--- config.mk ---
export PLATFORM = sky130hd
export DESIGN_NAME = key_event_decoder_flat
export DESIGN_NICKNAME = d
export VERILOG_FILES = /design/src/rtl/key_event_decoder_pkg.sv /design/src/rtl/key_event_decoder_if.sv /design/src/rtl/key_event_decoder.sv /design/src/flat_wrapper.sv
export SDC_FILE = /design/constraint.sdc
export NUM_CORES = 1
export LEC_CHECK = 0
export ABC_AREA = 1
export ABC_CLOCK_PERIOD_IN_PS = 1900
export BUFFER_PORTS_ARGS = -buffer_cell sky130_fd_sc_hd__clkbuf_2
export CORE_ASPECT_RATIO = 2
export CORE_MARGIN = 5
export CORE_UTILIZATION = 55
export DETAILED_ROUTE_END_ITERATION = 6
export GPL_TIMING_DRIVEN = 0
export PLACE_DENSITY = 0.7
export SLEW_MARGIN = 15
export SYNTH_ARGS = -nofsm -noshare
export SYNTH_HDL_FRONTEND = slang
export SYNTH_SLANG_ARGS = --single-unit
--- constraint.sdc ---
create_clock -name clk -period 1.9 [get_ports clk]
set_input_delay 0.19 -clock clk [delete_from_list [all_inputs] [get_ports clk]]
set_output_delay 0.19 -clock clk [all_outputs]
set_load 0.01 [all_outputs]
--- src/rtl/key_event_decoder_pkg.sv ---
// Shared constants for the push-button event decoder: state codes, 50 MHz timing
// defaults, the registered event bundle and a saturating repeat-count helper.
package key_event_decoder_pkg;

   localparam int CLK_HZ       = 50_000_000;
   localparam int TIME_20MS    = CLK_HZ / 50;
   localparam int TIME_0_5S    = CLK_HZ / 2;
   localparam int TIME_DBL_DEF = 15_000_000;

   localparam int GAP_W = 25;
   localparam int REP_W = 4;

   localparam logic [2:0] ST_IDLE  = 3'd0;
   localparam logic [2:0] ST_HELD  = 3'd1;
   localparam logic [2:0] ST_LONG  = 3'd2;
   localparam logic [2:0] ST_WAIT2 = 3'd3;
   localparam logic [2:0] ST_HELD2 = 3'd4;

   typedef struct packed {
      logic short_press;
      logic long_press;
      logic repeat_out;
      logic double_click;
   } key_evt_t;

   function automatic logic [REP_W-1:0] sat_inc(input logic [REP_W-1:0] v);
      return (v == {REP_W{1'b1}}) ? v : v + 1'b1;
   endfunction

endpackage

--- src/rtl/key_event_decoder_if.sv ---
// Button-side inputs and classified event pulses between debounce, decoder and control logic.
// master drives the debounced key signals and observes events; slave is the decoder.
interface key_event_decoder_if;

   logic key_pulse;
   logic key_down;
   logic short_press;
   logic long_press;
   logic repeat_out;
   logic double_click;

   modport master (
      output key_pulse, key_down,
      input  short_press, long_press, repeat_out, double_click
   );

   modport slave (
      input  key_pulse, key_down,
      output short_press, long_press, repeat_out, double_click
   );

endinterface

--- src/rtl/key_event_decoder.sv ---
// Classifies debounced key activity into short/long/repeat/double-click pulses, one cycle after
// the triggering input or gap timeout; no backpressure, each event is a single registered pulse.
module key_event_decoder
   import key_event_decoder_pkg::*;
#(
   parameter int TIME_DBL  = TIME_DBL_DEF,
   parameter int LONG_REPS = 3
) (
   input  logic          clk,
   input  logic          rst_n,
   key_event_decoder_if.slave kev
);

   localparam logic [REP_W-1:0] LONG_REPS_W = REP_W'(LONG_REPS);
   localparam logic [GAP_W-1:0] GAP_LAST    = GAP_W'(TIME_DBL - 1);

   logic [2:0]       state_q, state_d;
   logic [REP_W-1:0] rep_q, rep_d;
   logic [GAP_W-1:0] gap_q, gap_d;
   key_evt_t         evt_q, evt_d;

   logic [REP_W-1:0] rep_inc;
   logic             long_hit;
   logic             gap_done;

   assign rep_inc  = sat_inc(rep_q);
   assign long_hit = kev.key_pulse && (rep_inc == LONG_REPS_W);
   assign gap_done = (gap_q == GAP_LAST);

   always_ff @(posedge clk or negedge rst_n) begin
      if (!rst_n) begin
         state_q <= ST_IDLE;
         rep_q   <= '0;
         gap_q   <= '0;
         evt_q   <= '0;
      end else begin
         state_q <= state_d;
         rep_q   <= rep_d;
         gap_q   <= gap_d;
         evt_q   <= evt_d;
      end
   end

   always_comb begin
      state_d = state_q;
      rep_d   = rep_q;
      gap_d   = gap_q;
      unique case (state_q)
         ST_IDLE: begin
            if (kev.key_pulse) begin
               state_d = ST_HELD;
               rep_d   = REP_W'(1);
            end
         end
         ST_HELD: begin
            if (kev.key_pulse) rep_d = rep_inc;
            // A pulse coinciding with release is counted before the release is acted on.
            if (long_hit) begin
               state_d = kev.key_down ? ST_LONG : ST_IDLE;
            end else if (!kev.key_down) begin
               state_d = ST_WAIT2;
               gap_d   = '0;
            end
         end
         ST_LONG: begin
            if (!kev.key_down) state_d = ST_IDLE;
         end
         ST_WAIT2: begin
            gap_d = gap_q + 1'b1;
            if (kev.key_pulse) begin
               state_d = ST_HELD2;
               gap_d   = '0;
            end else if (gap_done) begin
               state_d = ST_IDLE;
               gap_d   = '0;
            end
         end
         ST_HELD2: begin
            if (!kev.key_down) state_d = ST_IDLE;
         end
         default: begin
            state_d = ST_IDLE;
            rep_d   = '0;
            gap_d   = '0;
         end
      endcase
   end

   always_comb begin
      evt_d = '0;
      unique case (state_q)
         ST_HELD:  evt_d.long_press   = long_hit;
         ST_LONG:  evt_d.repeat_out   = kev.key_pulse;
         ST_WAIT2: begin
            // A second press landing on the timeout cycle is still a double click.
            evt_d.double_click = kev.key_pulse;
            evt_d.short_press  = !kev.key_pulse && gap_done;
         end
         default:  evt_d = '0;
      endcase
   end

   assign kev.short_press  = evt_q.short_press;
   assign kev.long_press   = evt_q.long_press;
   assign kev.repeat_out   = evt_q.repeat_out;
   assign kev.double_click = evt_q.double_click;

endmodule
--- src/flat_wrapper.sv ---
// flat-port wrapper written by rule: the top's interface ports become plain ports
module key_event_decoder_flat import key_event_decoder_pkg::*;
#(
   parameter int TIME_DBL  = TIME_DBL_DEF,
   parameter int LONG_REPS = 3
)
  (clk, rst_n, kev_key_pulse, kev_key_down, kev_short_press, kev_long_press, kev_repeat_out, kev_double_click);
  key_event_decoder_if kev_i ();
  input  logic clk;
  input  logic rst_n;
  input wire logic [$bits(kev_i.key_pulse)-1:0] kev_key_pulse;
  input wire logic [$bits(kev_i.key_down)-1:0] kev_key_down;
  output wire logic [$bits(kev_i.short_press)-1:0] kev_short_press;
  output wire logic [$bits(kev_i.long_press)-1:0] kev_long_press;
  output wire logic [$bits(kev_i.repeat_out)-1:0] kev_repeat_out;
  output wire logic [$bits(kev_i.double_click)-1:0] kev_double_click;
  assign kev_i.key_pulse = kev_key_pulse;
  assign kev_i.key_down = kev_key_down;
  assign kev_short_press = kev_i.short_press;
  assign kev_long_press = kev_i.long_press;
  assign kev_repeat_out = kev_i.repeat_out;
  assign kev_double_click = kev_i.double_click;
  key_event_decoder #(.TIME_DBL(TIME_DBL), .LONG_REPS(LONG_REPS)) u_core (.clk(clk), .rst_n(rst_n), .kev(kev_i));
endmodule
# Word-level counts from Yosys, hierarchy flattened
# Cells that the tools add are included.
# W data, S select, Z words.
[word_totals]
regBits = 36
out_inout_bits = 4
word_cells = 56
[op_classes]
add_sub_neg = 2
n_mux = 21
n_reduce_logical = 10
bitwise_logic = 2
eq_ne = 14
[ops]
columns = ["operator", "n"]
rows = [
  ["$mux W25", 4],
  ["$pmux W25 S3", 1],
  ["$add A25 B1 Y25 const B", 1],
  ["$eq A25 B24 Y1 const B", 1],
  ["$mux W3", 6],
  ["$mux W4", 3],
  ["$pmux W3 S4", 1],
  ["$pmux W4 S3", 1],
  ["$ne A2 B2 Y1 const B", 5],
  ["$eq A3 B2 Y1 const B", 2],
  ["$ne A3 B2 Y1 const B", 2],
  ["$reduce_and A3 Y1", 2],
  ["$reduce_or A3 Y1", 2],
  ["$add A4 B1 Y4 const B", 1],
  ["$eq A4 B2 Y1 const B", 1],
  ["$eq A4 B4 Y1 const B", 1],
  ["$mux W1", 4],
  ["$reduce_and A4 Y1", 1],
  ["$eq A3 B1 Y1 const B", 1],
  ["$eq A3 B3 Y1 const B", 1],
  ["$logic_not A3 Y1", 1],
  ["$logic_and A1 B1 Y1", 2],
  ["$mux W2", 1],
  ["$not A1 Y1", 2],
  ["other kinds (2)", 2],
]

# Depth between registers and ports, before layout
[depth]
ltp_word = 6
ltp_mapped = 11
depth_no_buf = 10

# Worst setup path before layout
# Ideal clock, no wire load.
[synth_path]
path_kind = "register to register"
start = "register u_core.rep_q[0]"
end = "register u_core.gap_q[5]"
stages_incl_launch_ff = 10
path_buffers = 1
setup_ns = 0.065
path_slack_ns = 0.292
synth_period_minus_slack_ns = 1.608
t_arrival_ns = 1.543
path_cell_list = "dfrtp_1 ha_1 nand3_2 nand2_1 nor2_2 nand3_4 o21ai_4 buf_6 nand2_2 nand2_1"
[synth_between]
elab_chain_cells = 6
[synth_lines]
columns = ["element", "line", "text"]
rows = [
  ["from (decl)", "key_event_decoder.sv:18", "logic [REP_W-1:0] rep_q, rep_d;"],
  ["from (signal assigned)", "key_event_decoder.sv:38", "rep_q <= rep_d;"],
  ["$add A4 B1 Y4 or $eq A4 B4 Y1 (tied branches)", "key_event_decoder_pkg.sv:27", "return (v == {REP_W{1'b1}}) ? v : v + 1'b1;"],
  ["$mux W4 (*)", "key_event_decoder_pkg.sv:27", ""],
  ["$eq A4 B2 Y1 (*)", "key_event_decoder.sv:27", "assign long_hit = kev.key_pulse && (rep_inc == LONG_REPS_W);"],
  ["$logic_and A1 B1 Y1 (*)", "key_event_decoder.sv:27", ""],
  ["$ne A2 B2 Y1 (no source line) (*)", "-", ""],
  ["$reduce_and A3 Y1 (no source line) (*)", "-", ""],
  ["to (signal assigned)", "key_event_decoder.sv:39", "gap_q <= gap_d;"],
  ["to (decl)", "key_event_decoder.sv:19", "logic [GAP_W-1:0] gap_q, gap_d;"],
]
# Every way passes the cells marked *; elsewhere a longest branch is shown, timed or not.
# A chain may end at the register's enable or synchronous reset.

# Final worst setup path
[layout_path]
start = "register u_core.rep_q[0]"
end = "register u_core.gap_q[17]"
# Same word-level chain as after synthesis.

==> impl_metrics.json <==
{
  "finish.utilization": 0.635,
  "dr.pass1.iters": 5,
  "detail_route.wl_per_cell_um": 14.0,
  "core_area_mm2": 0.00413,
  "rsz0062_at_grt": "true",
  "io_pins": 8,
  "vias_per_cell": 5.30,
  "cts_buffer_depth": 2,
  "antenna_found_initial": 0,
  "vias": 2248,
  "report.final.slew_viol_count": 0,
  "crit_fanout": 5,
  "period_needed_ns": 1.78,
  "grt_max_degree": 37,
  "grtUsageTotal": 0.231,
  "synth.distinct_cells": 32,
  "relSlewSlack": 0.390,
  "powerDensity_mw_per_mm2": 1060,
  "cts_max_level": 2,
  "drc_errors": 0,
  "dp.cells": 409,
  "synth_largest_area_cell": "dfrtp_1",
  "die-area_mm2": 0.00577,
  "hold_viol": 0,
  "synth_top_area_frac": 0.382,
  "period_share": 0.939,
  "dr.first_iter.drc_count": 98,
  "nets": 378,
  "tightest_slew_ns": 0.915,
  "synth_area_mm2": 0.00236,
  "place_congestion": 0.932,
  "die_h_um": 103,
  "syn_inst": 350,
  "drv_cap": 0,
  "final_common_cell": "nand2_1",
  "clock_latency_ns": 0.30,
  "diodes": 0,
  "critical_path_class": "flip-flop to flip-flop",
  "drt_wl_total_um": 5940,
  "die-width_um": 56.3,
  "crit_arrival_ns": 2.02,
  "register_area_um2": 901,
  "leakage_nw": 1.35,
  "skew_ns": 0.00844,
  "power_w": 0.00278,
  "cts_sinks": 36,
  "cts_tree": "yes",
  "dp_hpwl_um": 4590,
  "num_rows": 33,
  "drtAntennaViolNets": 0,
  "cts_root_buf": "clkbuf_8",
  "grt_overflow_total": 0,
  "multi_input_area_mm2": 0.00126,
  "synth_nets": 356,
  "mostFrequentLayoutCells": "nand2_1, inv_1, nor2_1",
  "drive_above_1_share": 0.156,
  "grt_pass1_vias": 2318,
  "numCtsBuffers": 5,
  "ctsHoldBuffers": 0,
  "syn_area_per_cell_um2": 6.73,
  "synth-seq-area-share": 0.382,
  "synth-seq-cells": 36,
  "worstPathRequired_ns": 2.14,
  "instances_no_fill": 424,
  "ir_drop_v": 0.000768,
  "clk_pin_slew_worst_paths_ns": 0.08,
  "grt_pass1_wl_um": 10300,
  "portBuffers": 7,
  "run_status": "finished clean",
  "whs_ns": 0.0168,
  "final-setup-viol-count": 0,
  "area_delta_synth_final_pct": 11.3,
  "startpoint_type": "flip-flop",
  "hold_class": "input pin to async pin",
  "synth.area.top_cells": "dfrtp_1, nand2_1, nand3_1",
  "yosys_warnings": 0,
  "fmax_mhz": 560,
  "endpoint_kind": "flip-flop",
  "start_util": 0.571,
  "nFillCells": 411
}
[routing by layer]
layer,up-vias,global-route usage,share of wire
met4,0,0.188,0.079
met3,34,0.0439,0.034
li1,1144,-,-
met2,55,0.426,0.55
met1,1015,0.218,0.34
met5,-,0,0
[state kept, by name (all words and copies together) (netlist names)]
register,count
u_core.gap_q,25
u_core.kev.double_click,1
u_core.kev.long_press,1
u_core.kev.repeat_out,1
u_core.kev.short_press,1
u_core.rep_q,4
u_core.state_q,3
[Yosys cell counts]
master,count
nor2_4,1
xor2_1,3
o21ai_2,2
nand2_1,119
nand3b_1,1
and2_1,1
o21ai_4,1
nand3_2,1
inv_1,43
o211ai_1,3
a21oi_1,2
ha_1,2
nand4_1,8
nor4_1,1
dfrtp_1,36
inv_2,4
nand3_4,1
o31ai_1,1
o21ai_0,6
nor2_1,42
nor2_2,1
nor3_2,1
nand3_1,36
buf_6,3
o21bai_1,1
nand2_2,12
and3_1,1
or2_2,3
o21ai_1,3
nor3_1,8
buf_2,1
o22ai_1,2
[worst max-delay path, stage by stage, from the launching register on]
cell     delay (ns)
dfrtp_1        0.41
ha_2           0.24
nand3_2        0.15
o21ai_2        0.22
nand3_4        0.13
o21ai_4        0.26
buf_6          0.18
nand2_1        0.06
nand2_1        0.08
[where the power goes]
group | internal (W) | switching (W) | leakage, nW | total (W)
clock network | 0.000249 | 0.000278 | 0.0410 | 0.000527
registers | 0.000858 | 0.0000994 | 0.494 | 0.000958
logic | 0.000521 | 0.000776 | 0.816 | 0.00130
total | 0.00163 | 0.00115 | 1.35 | 0.00278
[cell families (layout without fill, tap and decap cells)]
kind of cell             after synthesis  after routing  synth area share
AND/OR/NAND/NOR                      237            237             0.446
buffers and inverters                 51             73            0.0913
flip-flops                            36             36             0.382
AO/OA/AOI/OAI                         21             21            0.0590
XOR/XNOR                               3              3            0.0112
adder cells (fa/ha/maj)                2              2            0.0106
[cell type report]
class | count | area share
multi-input cells | 263 | 0.480
flip-flops and latches | 36 | 0.344
inverters | 47 | 0.0673
repair buffers | 15 | 0.0377
clock buffers | 6 | 0.0277
well taps | 52 | 0.0248
plain buffers | 4 | 0.0172
clock inverters | 1 | 0.00191
[final timing paths]
path / depth (start not counted) / slack, ns / end / from
max: 8 / 0.12 / u_core.gap_q[17] / u_core.rep_q[0]
min: 1 / 0.02 / u_core.gap_q[12] / rst_n
max reg2reg: 8 / 0.12 / u_core.gap_q[17] / u_core.rep_q[0]
min reg2reg: 2 / 0.53 / u_core.gap_q[0] / u_core.gap_q[0]
max in group asynchronous: 1 / 1.31 / u_core.kev.double_click / rst_n
min in group clk: 3 / 0.24 / u_core.rep_q[1] / kev_key_pulse
[timing repair]
item                       4_1_cts  5_1_grt
buffers inserted                 2        5
cloned                           0        1
gates resized for setup          0       12
setup endpoints to repair        6       25
pin swaps                        1        2
[through the flow]
| step | cell area (um^2) | setup TNS, ns | worst slack, ns |
|---|---|---|---|
| CTS | 2550 | 0 | 0.0309 |
| global route | 2620 | -0.000138 | -0.000138 |
| detailed placement | 2460 | -0.000641 | -0.000641 |
| floorplan | 2360 | 0 | 0.292 |
| finish | 2620 | 0 | 0.116 |
| global placement | 2460 | 0 | 0.0363 |
Note: power is estimated with default switching activity, not from simulation.
